### src/rtl/rst_seq_sync.sv
// Multi-channel reset synchroniser and sequencer: async assert, sync release of
// channels 0..CHAN-1 in order. Define RST_SEQ_SYNC_SWRST_EN to add sw_rst_i.
module rst_seq_sync #(
  parameter int CHAN  = 3,
  parameter int STAGE = 3,
  parameter int HOLD  = 4,
  parameter int GAP   = 2
) (
  input  logic            clk_i,
  input  logic            rst_i,
  output logic [CHAN-1:0] rst_n_o,
  output logic            done_o,
  output logic [1:0]      state_o
`ifdef RST_SEQ_SYNC_SWRST_EN
  ,
  input  logic            sw_rst_i
`endif
);

  localparam int CNT_MAX = (HOLD > GAP) ? HOLD : GAP;
  localparam int CNT_W   = $clog2(CNT_MAX + 1);
  localparam int IDX_W   = $clog2(CHAN + 1);

  typedef enum logic [1:0] {
    ST_SYNC = 2'd0,
    ST_HOLD = 2'd1,
    ST_REL  = 2'd2,
    ST_DONE = 2'd3
  } state_e;

  state_e            state_q, state_d;
  logic [CNT_W-1:0]  cnt_q, cnt_d;
  logic [IDX_W-1:0]  idx_q, idx_d;
  logic [CHAN-1:0]   rst_n_q, rst_n_d;
  logic              done_q, done_d;
  logic [STAGE-1:0]  sync_q;
  logic              s_rel;
  logic              sw_rst;
  logic              rel0;

`ifdef RST_SEQ_SYNC_SWRST_EN
  assign sw_rst = sw_rst_i;
`else
  assign sw_rst = 1'b0;
`endif

  always_ff @(posedge clk_i or posedge rst_i) begin
    if (rst_i) sync_q <= '0;
    else       sync_q <= {sync_q[STAGE-2:0], 1'b1};
  end

  assign s_rel = sync_q[STAGE-1];

  always_ff @(posedge clk_i or posedge rst_i) begin
    if (rst_i) begin
      state_q <= ST_SYNC;
      cnt_q   <= '0;
      idx_q   <= '0;
      rst_n_q <= '0;
      done_q  <= 1'b0;
    end else begin
      state_q <= state_d;
      cnt_q   <= cnt_d;
      idx_q   <= idx_d;
      rst_n_q <= rst_n_d;
      done_q  <= done_d;
    end
  end

  always_comb begin
    state_d = state_q;
    cnt_d   = cnt_q;
    idx_d   = idx_q;
    rst_n_d = rst_n_q;
    done_d  = done_q;
    rel0    = 1'b0;
    if (sw_rst && (state_q != ST_SYNC)) begin
      state_d = ST_HOLD;
      cnt_d   = '0;
      idx_d   = '0;
      rst_n_d = '0;
      done_d  = 1'b0;
    end else begin
      case (state_q)
        // The edge that first sees s_rel is already the first hold cycle.
        ST_SYNC: begin
          if (s_rel) begin
            if (HOLD == 1) begin
              rel0 = 1'b1;
            end else begin
              state_d = ST_HOLD;
              cnt_d   = CNT_W'(1);
            end
          end
        end
        ST_HOLD: begin
          if (cnt_q == CNT_W'(HOLD - 1)) rel0 = 1'b1;
          else                           cnt_d = cnt_q + 1'b1;
        end
        ST_REL: begin
          if (cnt_q == CNT_W'(GAP - 1)) begin
            rst_n_d[idx_q] = 1'b1;
            cnt_d          = '0;
            if (idx_q == IDX_W'(CHAN - 1)) begin
              state_d = ST_DONE;
              done_d  = 1'b1;
            end else begin
              idx_d = idx_q + 1'b1;
            end
          end else begin
            cnt_d = cnt_q + 1'b1;
          end
        end
        default: ;
      endcase
    end
    if (rel0) begin
      rst_n_d[0] = 1'b1;
      cnt_d      = '0;
      if (CHAN == 1) begin
        state_d = ST_DONE;
        done_d  = 1'b1;
      end else begin
        state_d = ST_REL;
        idx_d   = IDX_W'(1);
      end
    end
  end

  assign rst_n_o = rst_n_q;
  assign done_o  = done_q;
  assign state_o = state_q;

endmodule

### config.mk
export PLATFORM = sky130hd
export DESIGN_NAME = rst_seq_sync
export DESIGN_NICKNAME = d
export VERILOG_FILES = /design/src/rtl/rst_seq_sync.sv
export SDC_FILE = /design/constraint.sdc
export NUM_CORES = 1
export LEC_CHECK = 0
export ABC_AREA = 1
export CORE_MARGIN = 4
export CORE_UTILIZATION = 40
export CTS_BUF_LIST = sky130_fd_sc_hd__clkbuf_8 sky130_fd_sc_hd__clkbuf_16
export DETAILED_ROUTE_END_ITERATION = 7
export HOLD_SLACK_MARGIN = 0.02
export PLACE_DENSITY = 0.55
export SLEW_MARGIN = 15
export SYNTH_ARGS = -nofsm -noshare
export SYNTH_HDL_FRONTEND = slang
export SYNTH_SLANG_ARGS = --single-unit
### constraint.sdc
create_clock -name clk_i -period 1.5 [get_ports clk_i]
set_input_delay 0.225 -clock clk_i [delete_from_list [all_inputs] [get_ports clk_i]]
set_output_delay 0.225 -clock clk_i [all_outputs]
set_load 0.02 [all_outputs]
# Yosys cells after proc, flatten, opt, wreduce, memory -nomap -nowiden
# Index checks and enable logic that the tools add are counted.
[totals]
ff_bits = 14
input_bits = 2
elab_cells = 55
[op_classes]
n_addsub = 2
order_cmp = 2
eq_ne = 10
mux = 21
n_bitwise = 1
reduce_logical = 12
[op_table]
columns = ["cell", "count"]
rows = [
  ["$mux 2", 8],
  ["$mux 3", 4],
  ["$ne 3x3->1 const B", 4],
  ["$pmux 3 s3", 1],
  ["$reduce_and 3->1", 3],
  ["$mux 1", 6],
  ["$eq 2x2->1 const B", 2],
  ["$pmux 2 s2", 1],
  ["$reduce_and 2->1", 2],
  ["$reduce_and 4->1", 1],
  ["$reduce_bool 2->1", 2],
  ["$reduce_bool 4->1", 1],
  ["$add 3x1->3 const B", 1],
  ["$eq 3x1->1 const B", 1],
  ["$eq 3x2->1 const B", 1],
  ["$lt 2x3->1 const B", 1],
  ["$or 3x3->3", 1],
  ["$reduce_bool 3->1", 1],
  ["$add 2x1->2 const B", 1],
  ["$demux 1 s2", 1],
  ["$eq 2x1->1 const B", 1],
  ["$ge 2x1->1 const B", 1],
  ["$logic_not 2->1", 1],
  ["$ne 2x2->1 const B", 1],
  ["$logic_and 1x1->1", 1],
]

# Longest topological paths before layout
# Gate-level depths: netlist of the first run.
[depth]
depth_word = 8
mapped_depth = 9
ltp_nobuf = 9

# Least setup slack after synthesis of the first run
# No wires, ideal clock.
[synth_path]
path_type = "register to register"
from = "register state_q[0] (netlist: state_o[0])"
to = "register state_q[0] (netlist: state_o[0])"
setup_ps = 118
arrival_time_ps = 1292
slack_ps = 90
stages_incl_launch_ff = 9
path_buffers = 0
synth_period_minus_slack_ps = 1410
cell_sequence = "dfrtp_1 -> inv_1 -> ha_1 -> nor2_1 -> nor2_4 -> nand2_2 -> nand2_2 -> nand2_1 -> nand2_1"
[synth_via]
elab_chain_len = 4
elab_cells_between_ends = 11
[synth_lines]
columns = ["element", "line", "rtl"]
rows = [
  ["from (decl)", "31", "state_e state_q, state_d;"],
  ["from (signal assigned)", "62", "state_q <= state_d;"],
  ["$eq 2x1->1", "84", "case (state_q)"],
  ["$mux 1", "84", ""],
  ["$ne 3x3->1 (no line) / $reduce_bool 3->1 (equally long branches)", "n/a", ""],
  ["$reduce_and 4->1 (no line)", "n/a", ""],
]
# Several ways; a longest one is shown, not always the timed one.
# A chain may end at the register's enable or synchronous reset.

# Worst setup path in the final report of the first run
[layout_path]
from = "register done_q (netlist: done_o)"
to = "output done_o"
[layout_lines]
columns = ["element", "line", "rtl"]
rows = [
  ["from (decl)", "35", "logic done_q, done_d;"],
  ["from (signal assigned)", "66", "done_q <= done_d;"],
  ["to (decl)", "12", "output logic done_o,"],
]
# No word-level cell between the ends.

==> results of run 1 <==
-- metrics by stage --
step,total power [uW],instances
finish,1753,132
global route,1901,132
CTS,1751,131
detailed placement,1455,128
global placement,1449,128
floorplan,1190,94
-- kinds of logic after synthesis --
kind of cell | count (synthesis)
other | 1
AO/OA/AOI/OAI | 3
flip-flops | 14
buffers and inverters | 20
adder cells (fa/ha/maj) | 10
AND/OR/NAND/NOR | 46
-- synthesized netlist by cell type, drive strengths merged --
cell type,instances
nor3,2
a31o,1
clkinv,2
nand3,9
ha,10
inv,18
o21ai,1
a21oi,1
nand4,1
dfrtp,14
nor2,6
conb,1
nand2,28
-- repair_timing --
action	CTS	global route
buffers inserted	0	1
resized for setup	2	2
endpoints found under the setup margin	2	3
-- routing by layer --
metal | share of wire [%] | track usage [%] | up-vias
met3 | 2.3 | 3.704 | 2
met5 | 0 | 0 | -
met1 | 53 | 15.86 | 248
met4 | 0.85 | 5.106 | 0
li1 | - | - | 308
met2 | 44 | 18.18 | 8
-- flip-flops by register name, indices dropped and copies added (netlist names) --
signal and cells:
cnt_q 3, done_o 1, idx_q 2, rst_n_o 3, state_o 2, sync_q 3
-- worst min-delay path by stage --
stage | start | end | cells after the start | slack (ps)
3_5_place_dp | sync_q[1] | sync_q[2] | 0 | 340
4_1_cts | rst_i | cnt_q[2] | 2 | 340
5_1_grt | sync_q[1] | sync_q[2] | 0 | 360
6_report | rst_i | cnt_q[2] | 2 | 320
2_1_floorplan | rst_i | cnt_q[0] | 1 | 110
3_3_place_gp | sync_q[1] | sync_q[2] | 0 | 340
-- cells in the final DEF (no fill, tap or decap), drive strengths merged --
master	instances
clkinv	2
conb	1
a31o	1
ha	10
nand4	1
o21ai	1
dfrtp	14
dlygate4sd2	2
nor2	6
buf	3
clkdlybuf4s50	5
inv	18
a21oi	1
nor3	2
nand3	9
clkbuf	3
nand2	28
-- power by group --
group | internal, uW | switching [uW]
logic | 361 | 512
registers | 489 | 86.5
clock network | 177 | 126
total | 1030 | 725
-- layout make-up --
| type | count | share of cell area, % |
|---|---|---|
| Tap cell | 25 | 3.255 |
| Clock buffer | 3 | 4.297 |
| Sequential cell | 14 | 36.59 |
| Multi-Input combinational cell | 60 | 38.67 |
| Timing Repair Buffer | 10 | 9.375 |
| Inverter | 20 | 7.812 |
==> impl_summary.txt, run 1 <==
----------------------------------------------------
[Route]
  Number of detailed-route iterations in the first pass ... 3
  Average via count per standard cell ... 4.288
  Detail Route Antenna Nets ... 0
  Average detailed-routed wire length per instance ... 10.66 um
  Violation count after the first detailed-routing iteration ... 9
  Total number of vias ... 566
  Count of unresolved DRC violations after routing ... 0
  Total wire length after detailed routing ... 1.407 mm

[Clock network]
  # hold bufs at CTS ... 0
  Clock latency at the later pin of the worst-skew pair ... 240 ps
  Clock buffer count from CTS ... 3
  Clock tree from TritonCTS ... built
  CTS Buffer Depth ... 2
  Root buf cell ... sky130_fd_sc_hd__clkbuf_8
  CTS sink cnt ... 14
  Count of H-tree levels built during CTS ... 1
  Clock transition time at the flip-flop clock pins of the worst setup and hold paths ... 60 ps

[Global route]
  Leftover overflow at the end of global routing ... 0
  Number of antenna violations at the first check in global routing ... 0
  Vias in the first global route ... 542
  Pin count of the biggest net entering global routing ... 15
  Total Routing Usage GR ... 12.07%
  Global-route wire length before repair ... 2.366 mm

[Final layout]
  Number of filler cells placed in the layout ... 168
  Net count reported at finish ... 121
  Layout cells sized above 1 ... 20.56%
  Number of diodes added for antenna fixing ... 0
  Synth-to-Final Area Change ... 20.94%
  Core utilization of the finished layout ... 53.33%
  Design area ... 960.9 um^2
  Footprint of the multi-input gates ... 371.6 um^2
  Area of all sequential standard cells ... 351.6 um^2

[Run]
  Max Cap Viol ... 0

[Setup path]
  Worst reg2reg startpoint ... cnt_q[0]
  Reg2Reg Depth ... 7
  Worst Path Arrival ... 1200 ps
  Number of gates on the worst path with buffers counted ... 1
  CP Buf/Inv Count ... 1
  CP startpoint ... done_o
  Setup slack, reg-to-reg ... 110 ps
  Worst Setup Start Kind ... flop
  Gate family responsible for the most delay along the worst path ... buffers and inverters
  R2r endpoint ... cnt_q[2]
  Largest stage delay, worst path ... 610 ps
  Cell breakdown of the critical path ... clkdlybuf4s50_1
  WS Path Type ... reg -> out
  Required time of the worst setup path ... 1270 ps
  Max stage delay cell, worst path ... sky130_fd_sc_hd__clkdlybuf4s50_1
  Sort of element at the end of the critical path ... output pin
  CP endpoint ... done_o
  Largest fanout on the critical path ... 2

[Yosys]
  Synth area leaders ... sky130_fd_sc_hd__dfrtp_1 44%, sky130_fd_sc_hd__ha_1 16%, sky130_fd_sc_hd__nand2_1 10%, sky130_fd_sc_hd__inv_1 6.6%, sky130_fd_sc_hd__nand3_1 5.7%
  Library cell with the largest summed area after synthesis ... sky130_fd_sc_hd__dfrtp_1
  Adder and majority cell fraction of the synthesized area ... 15.75%
  Cells after Synth ... 94
  Xor/xnor cell area share of the yosys netlist ... 0%
  Number of nets produced by synthesis ... 106
  Main combinational cell family by area after synthesis ... simple AND/OR/NAND/NOR gates
  Number of synthesis warnings ... 0
  Basic-gate share of the synthesized area counting and, or, nand and nor cells ... 27.87%
  Share of synthesized area spent on multiplexers ... 0%
  Area fraction of the dominant cell type after synthesis ... 44.09%
  Number of different library cells in the post-synthesis netlist ... 17
  Flip-flop and latch count after synthesis ... 14
  Mean cell area of the mapped netlist ... 8.452 um^2
  Post-synthesis instance area ... 794.5 um^2
  Share of the synthesized area in compound gates (AO/OA/AOI/OAI) ... 2.362%
  Sequential fraction of the synthesis area ... 44.09%

[Status]
  Outcome ... finished clean

[STA]
  Highest clock rate ... 699.9 MHz
  Number of pins exceeding their max-slew limit in the final report ... 0
  Time the worst path needs with I/O delays and setup ... 1429 ps
  Final cycle utilization of the critical path ... 95.26%
  Setup violation total in the final timing report ... 0
  Transition time at the pin with the least slew margin ... 540.8 ps
  Post-Route Hold Slack ... 322.8 ps
  Total count of hold-check failures in the final report ... 0
  Rel. slew slack ... 63.91%
  Min setup slack post-route ... 71.15 ps
  Worst clock skew ... 2.258 ps
  TNS Setup ... 0 ps

[Placement]
  Dpl cell area ... 910.9 um^2
  Count of port buffers added during placement ... 7
  Detailed placer's ending HPWL ... 1.085 mm
  Minimum setup slack after placement ... 84.94 ps
  GP Congestion ... 0.7647

[Power]
  Power density normalized to cell area ... 1824 mW/mm^2
  Standby leakage power ... 0.0005193 uW
  Worst supply voltage drop on vdd ... 0.9202 mV

[Die]
  CORE AREA ... 0.001802 mm^2
  Die outline width ... 52.57 um
  Number of placement rows ... 15
  Number of ports placed on the die boundary ... 8
  Chip Height ... 52.57 um
  Overall die area ... 0.002763 mm^2
  Starting utilization of the core area ... 44.10%

[Min path]
  Min-delay worst type ... in -> async

----------------------------------------------------
Note: power is estimated with default switching activity, not from simulation.
==> run 2, diff against run 1 <==
--- a/config.mk
+++ b/config.mk
@@ -11,8 +11,8 @@
 export CTS_BUF_LIST = sky130_fd_sc_hd__clkbuf_8 sky130_fd_sc_hd__clkbuf_16
 export DETAILED_ROUTE_END_ITERATION = 7
 export HOLD_SLACK_MARGIN = 0.02
-export PLACE_DENSITY = 0.55
-export SLEW_MARGIN = 15
+export PLACE_DENSITY = 0.58
+export SLEW_MARGIN = 30
 export SYNTH_ARGS = -nofsm -noshare
 export SYNTH_HDL_FRONTEND = slang
 export SYNTH_SLANG_ARGS = --single-unit
==> constraint.sdc (replaced) <==
create_clock -name clk_i -period 1.2 [get_ports clk_i]
set_input_delay 0.18 -clock clk_i [delete_from_list [all_inputs] [get_ports clk_i]]
set_output_delay 0.18 -clock clk_i [all_outputs]
set_load 0.02 [all_outputs]
==> impl_summary.txt, run 2 (synthesis gave the netlist of run 1 again) <==
----------------------------------------------------
[Status]
  Outcome ... finished, violations left
  Violations in the final reports ... setup timing

[Power]
  Power density normalized to cell area ... 2279 mW/mm^2
  Sequential Power Share ... 25.3%
  Standby leakage power ... 0.0006637 uW
  Fraction of power consumed by the clock network ... 15.4%
  Switching part of the total ... 41.18%
  Switching power total ... 1210 uW
  Final Total Pwr ... 2937 uW
  Worst supply voltage drop on vdd ... 1.170 mV
  Cell-internal power ... 1728 uW
  Power share of the combinational group ... 59.4%

[Die]
  Die outline width ... 52.57 um
  Starting utilization of the core area ... 44.10%
  Overall die area ... 0.002763 mm^2
  Number of ports placed on the die boundary ... 8
  CORE AREA ... 0.001802 mm^2
  Chip Height ... 52.57 um
  Number of placement rows ... 15

[Final layout]
  Layout cells sized above 1 ... 52.03%
  Number of diodes added for antenna fixing ... 0
  Core utilization of the finished layout ... 71.53%
  Footprint of the multi-input gates ... 533.0 um^2
  Area of all sequential standard cells ... 352.8 um^2
  Net count reported at finish ... 136
  Commonest cells after routing, fill and taps aside ... 17 x sky130_fd_sc_hd__nand2_1, 13 x sky130_fd_sc_hd__buf_4, 12 x sky130_fd_sc_hd__dfrtp_1
  Leading cell type in the layout, fill and taps excluded ... sky130_fd_sc_hd__nand2_1
  Number of filler cells placed in the layout ... 147
  Number of non-filler instances in the completed layout ... 148
  Synth-to-Final Area Change ... 62.21%

[STA]
  RSZ-0062 raised after global routing ... yes
  Total count of hold-check failures in the final report ... 0
  Highest clock rate ... 746.6 MHz
  Number of pins exceeding their max-slew limit in the final report ... 0
  Min setup slack post-route ... -139.5 ps
  Worst clock skew ... 2.230 ps
  Time the worst path needs with I/O delays and setup ... 1339 ps
  Final cycle utilization of the critical path ... 111.6%
  TNS Setup ... -773.0 ps
  Setup violation total in the final timing report ... 9

[Global route]
  Number of antenna violations at the first check in global routing ... 0
  Global-route wire length before repair ... 2.918 mm
  Leftover overflow at the end of global routing ... 0
  Total Routing Usage GR ... 14.75%
  Pin count of the biggest net entering global routing ... 9
  Vias in the first global route ... 707

[Route]
  Average detailed-routed wire length per instance ... 11.32 um
  Count of unresolved DRC violations after routing ... 0
  Total number of vias ... 677
  Detail Route Antenna Nets ... 0
  Total wire length after detailed routing ... 1.676 mm
  Number of detailed-route iterations in the first pass ... 4
  Violation count after the first detailed-routing iteration ... 14
  Average via count per standard cell ... 4.574

[Placement]
  Minimum setup slack after placement ... -131.5 ps
  GP Congestion ... 0.7786
  Cell count after placement ... 140
  Count of port buffers added during placement ... 7
  Detailed placer's ending HPWL ... 1.211 mm

[Clock network]
  Clock tree from TritonCTS ... built
  Count of H-tree levels built during CTS ... 1
  CTS sink cnt ... 14
  CTS Buffer Depth ... 2
  Clock buffer count from CTS ... 3
  Clock transition time at the flip-flop clock pins of the worst setup and hold paths ... 60 ps
  # hold bufs at CTS ... 0
  Root buf cell ... sky130_fd_sc_hd__clkbuf_8
  Clock latency at the later pin of the worst-skew pair ... 240 ps

[Setup path]
  WS Path Type ... reg -> reg
  Required time of the worst setup path ... 1330 ps
  Sort of element at the end of the critical path ... flop
  Reg2Reg Depth ... 7
  Worst Path Arrival ... 1470 ps
  Worst Setup Start Kind ... flop
  Largest fanout on the critical path ... 5

[Min path]
  Min-delay worst type ... in -> async

[Run]
  Max Cap Viol ... 0

----------------------------------------------------
-- run 2: what timing repair did --
item	CTS	global route
hold endpoints to repair	0	0
setup buffers	3	1
gates resized for setup	26	17
pin swaps	12	13
endpoints found under the setup margin	13	11
-- run 2: metrics by stage --
stage          hold slack (ps)  instance area [um^2]
3_5_place_dp             337.0                  1059
6_report                 224.4                  1289
4_1_cts                  230.5                  1225
3_3_place_gp             331.4                  1059
5_1_grt                  238.6                  1289
2_1_floorplan            69.08                 852.1
-- run 2: final timing paths --
path / slack [ps] / end / from
setup / recovery: -140 / idx_q[0] / state_o[0]
hold / removal: 220 / done_o / rst_i
setup reg to reg: -140 / idx_q[0] / state_o[0]
hold reg to reg: 350 / sync_q[2] / sync_q[1]
max in group asynchronous: 840 / state_o[1] / rst_i
min in group clk_i: 350 / sync_q[2] / sync_q[1]
-- run 2: power by group through the flow --
stage	registers (uW)	logic (uW)	clock network, uW
2_1_floorplan	828	795	0
3_3_place_gp	740	1360	0
3_5_place_dp	748	1360	0
4_1_cts	730	1640	463
5_1_grt	765	1940	492
6_report	742	1740	451
-- run 2: critical path: stages, from the launching register on --
cell and delay (ps):
sky130_fd_sc_hd__dfrtp_2 470, sky130_fd_sc_hd__inv_4 100, sky130_fd_sc_hd__ha_4 190, sky130_fd_sc_hd__inv_2 70
sky130_fd_sc_hd__nor2_4 110, sky130_fd_sc_hd__nand2_2 90, sky130_fd_sc_hd__a21oi_2 110, sky130_fd_sc_hd__o21ai_1 70
-- run 2: layout make-up --
| type | count | share of cell area [%] |
|---|---|---|
| multi-input cells | 60 | 41.36 |
| flip-flops and latches | 14 | 27.38 |
| repair buffers | 25 | 17.77 |
| inverters | 20 | 6.796 |
| clock buffers | 4 | 4.272 |
| well taps | 25 | 2.427 |
-- run 2: per-layer routing --
layer / track usage [%] / vias to the layer above / share of wire [%]
li1: - / 343 / -
met1: 16.52 / 322 / 43
met2: 25.62 / 8 / 53
met3: 2.564 / 4 / 2.4
met4: 8.936 / 0 / 1.9
met5: 0 / - / 0
==> run 3, diff against run 2 <==
--- a/config.mk
+++ b/config.mk
@@ -6,7 +6,7 @@
 export NUM_CORES = 1
 export LEC_CHECK = 0
 export ABC_AREA = 1
-export CORE_MARGIN = 4
+export CORE_MARGIN = 5
 export CORE_UTILIZATION = 40
 export CTS_BUF_LIST = sky130_fd_sc_hd__clkbuf_8 sky130_fd_sc_hd__clkbuf_16
 export DETAILED_ROUTE_END_ITERATION = 7
==> impl_summary.txt, run 3 (synthesis gave the netlist of run 1 again) <==
----------------------------------------------------
[Setup path]
  Max stage delay cell, worst path ... sky130_fd_sc_hd__dfrtp_1
  Worst Path Arrival ... 1470 ps
  Required time of the worst setup path ... 1330 ps
  Sort of element at the end of the critical path ... flop
  CP endpoint ... state_o[0]
  Number of gates on the worst path with buffers counted ... 8
  Reg2Reg Depth ... 8
  Worst reg2reg startpoint ... cnt_q[1]
  Gate family responsible for the most delay along the worst path ... flip-flops
  Setup slack, reg-to-reg ... -140 ps
  CP startpoint ... cnt_q[1]
  R2r endpoint ... state_o[0]
  Cell breakdown of the critical path ... ha_2 -> ha_4 -> nand2_8 -> inv_8 -> nor2_4 -> nand2_4 -> nand3_1 -> nand2_1
  Largest stage delay, worst path ... 400 ps
  Largest fanout on the critical path ... 5
  CP Buf/Inv Count ... 1
  WS Path Type ... reg -> reg
  Worst Setup Start Kind ... flop

[Placement]
  Detailed placer's ending HPWL ... 1.208 mm
  Minimum setup slack after placement ... -146.8 ps
  Dpl cell area ... 0.001084 mm^2
  GP Congestion ... 0.8925
  Count of port buffers added during placement ... 7
  Cell count after placement ... 145

[Clock network]
  Count of H-tree levels built during CTS ... 1
  CTS sink cnt ... 14
  Clock latency at the later pin of the worst-skew pair ... 240 ps
  Root buf cell ... sky130_fd_sc_hd__clkbuf_8
  CTS Buffer Depth ... 2
  # hold bufs at CTS ... 0
  Clock buffer count from CTS ... 3
  Clock transition time at the flip-flop clock pins of the worst setup and hold paths ... 60 ps
  Clock tree from TritonCTS ... built

[STA]
  Highest clock rate ... 748.1 MHz
  Setup violation total in the final timing report ... 10
  Min setup slack post-route ... -136.8 ps
  Post-Route Hold Slack ... 231.3 ps
  Worst clock skew ... 3.203 ps
  Total count of hold-check failures in the final report ... 0
  Final cycle utilization of the critical path ... 111.4%
  Time the worst path needs with I/O delays and setup ... 1337 ps
  RSZ-0062 raised after global routing ... yes
  Number of pins exceeding their max-slew limit in the final report ... 0

[Die]
  Number of placement rows ... 16
  Die outline width ... 54.57 um
  Chip Height ... 54.57 um
  Starting utilization of the core area ... 41.34%
  Overall die area ... 0.002977 mm^2
  Number of ports placed on the die boundary ... 8
  CORE AREA ... 0.001922 mm^2

[Global route]
  Leftover overflow at the end of global routing ... 0
  Pin count of the biggest net entering global routing ... 15
  Global-route wire length before repair ... 2.980 mm
  Number of antenna violations at the first check in global routing ... 0
  Total Routing Usage GR ... 14.05%
  Vias in the first global route ... 688

[Final layout]
  Design area ... 0.001305 mm^2
  Number of non-filler instances in the completed layout ... 156
  Net count reported at finish ... 142
  Leading cell type in the layout, fill and taps excluded ... sky130_fd_sc_hd__nand2_1
  Synth-to-Final Area Change ... 64.25%
  Layout cells sized above 1 ... 50.39%
  Number of diodes added for antenna fixing ... 0
  Commonest cells after routing, fill and taps aside ... 19 x sky130_fd_sc_hd__nand2_1, 18 x sky130_fd_sc_hd__buf_4, 12 x sky130_fd_sc_hd__dfrtp_1

[Route]
  Number of detailed-route iterations in the first pass ... 4
  Count of unresolved DRC violations after routing ... 0
  Total wire length after detailed routing ... 1.736 mm
  Violation count after the first detailed-routing iteration ... 6
  Average detailed-routed wire length per instance ... 11.13 um
  Detail Route Antenna Nets ... 0
  Average via count per standard cell ... 4.429
  Total number of vias ... 691

[Power]
  Power density normalized to cell area ... 2321 mW/mm^2
  Standby leakage power ... 0.0006756 uW
  Final Total Pwr ... 3029 uW
  Worst supply voltage drop on vdd ... 1.142 mV

[Status]
  Outcome ... finished, violations left
  Violations in the final reports ... setup timing

[Min path]
  Min-delay worst type ... in -> async

[Run]
  Max Cap Viol ... 0

----------------------------------------------------
run 3: cell types whose count changed in the layout (fill, tap and decap cells not counted), sizes merged:
cell and delta:
clkdlybuf4s15 -1, buf +6, inv -1, clkbuf +1
clkinv +1
run 3: how the worst min path moves through the flow:
stage              start          to  depth (start not counted)
2_1_floorplan      rst_i    cnt_q[0]                          1
3_3_place_gp   sync_q[1]   sync_q[2]                          0
3_5_place_dp   sync_q[1]   sync_q[2]                          0
4_1_cts            rst_i  rst_n_o[1]                          3
5_1_grt            rst_i  rst_n_o[2]                          3
6_report           rst_i    idx_q[0]                          3
run 3: metrics by stage:
stage               TNS, ps  utilization, %
finish                -1027           67.90
global route          -1695           67.90
CTS                  -652.1           62.76
detailed placement   -727.7           56.38
global placement     -554.3           56.38
floorplan            -276.0               -
run 3: power by group:
group | total (uW) | leakage (uW) | internal, uW | switching [uW]
Sequential | 731 | 0.000171 | 614 | 116
Combinational | 1850 | 0.000476 | 893 | 955
Clock | 450 | 0.0000288 | 290 | 160
Total | 3030 | 0.000676 | 1800 | 1230
run 3: timing repair:
| action | in CTS | in global routing |
|---|---|---|
| pin swaps | 10 | 11 |
| endpoints found under the setup margin | 14 | 12 |
| setup buffers | 2 | 6 |
| cloned | 0 | 0 |
| gates resized for setup | 23 | 15 |
run 3: cell type report:
cell class | count | area (um^2)
repair buffers | 31 | 262.8
inverters | 20 | 85.08
clock buffers | 4 | 55.05
multi-input cells | 60 | 515.5
fillers | 150 | 616.8
flip-flops and latches | 14 | 352.8
well taps | 27 | 33.78
run 3: worst register-to-register path, delay by kind of cell, from the launching register on:
family,cells,cell delay [ps]
fa+ha+maj,2,390
flops,1,400
simple gates,5,390
buf+inv,1,50
run 3: metal layers:
layer,wire [um],global-route usage (%),vias up
met2,894,22.51,7
met1,789,17.88,327
met5,0,0,-
li1,-,-,353
met3,33,2.725,4
met4,19,7.054,0
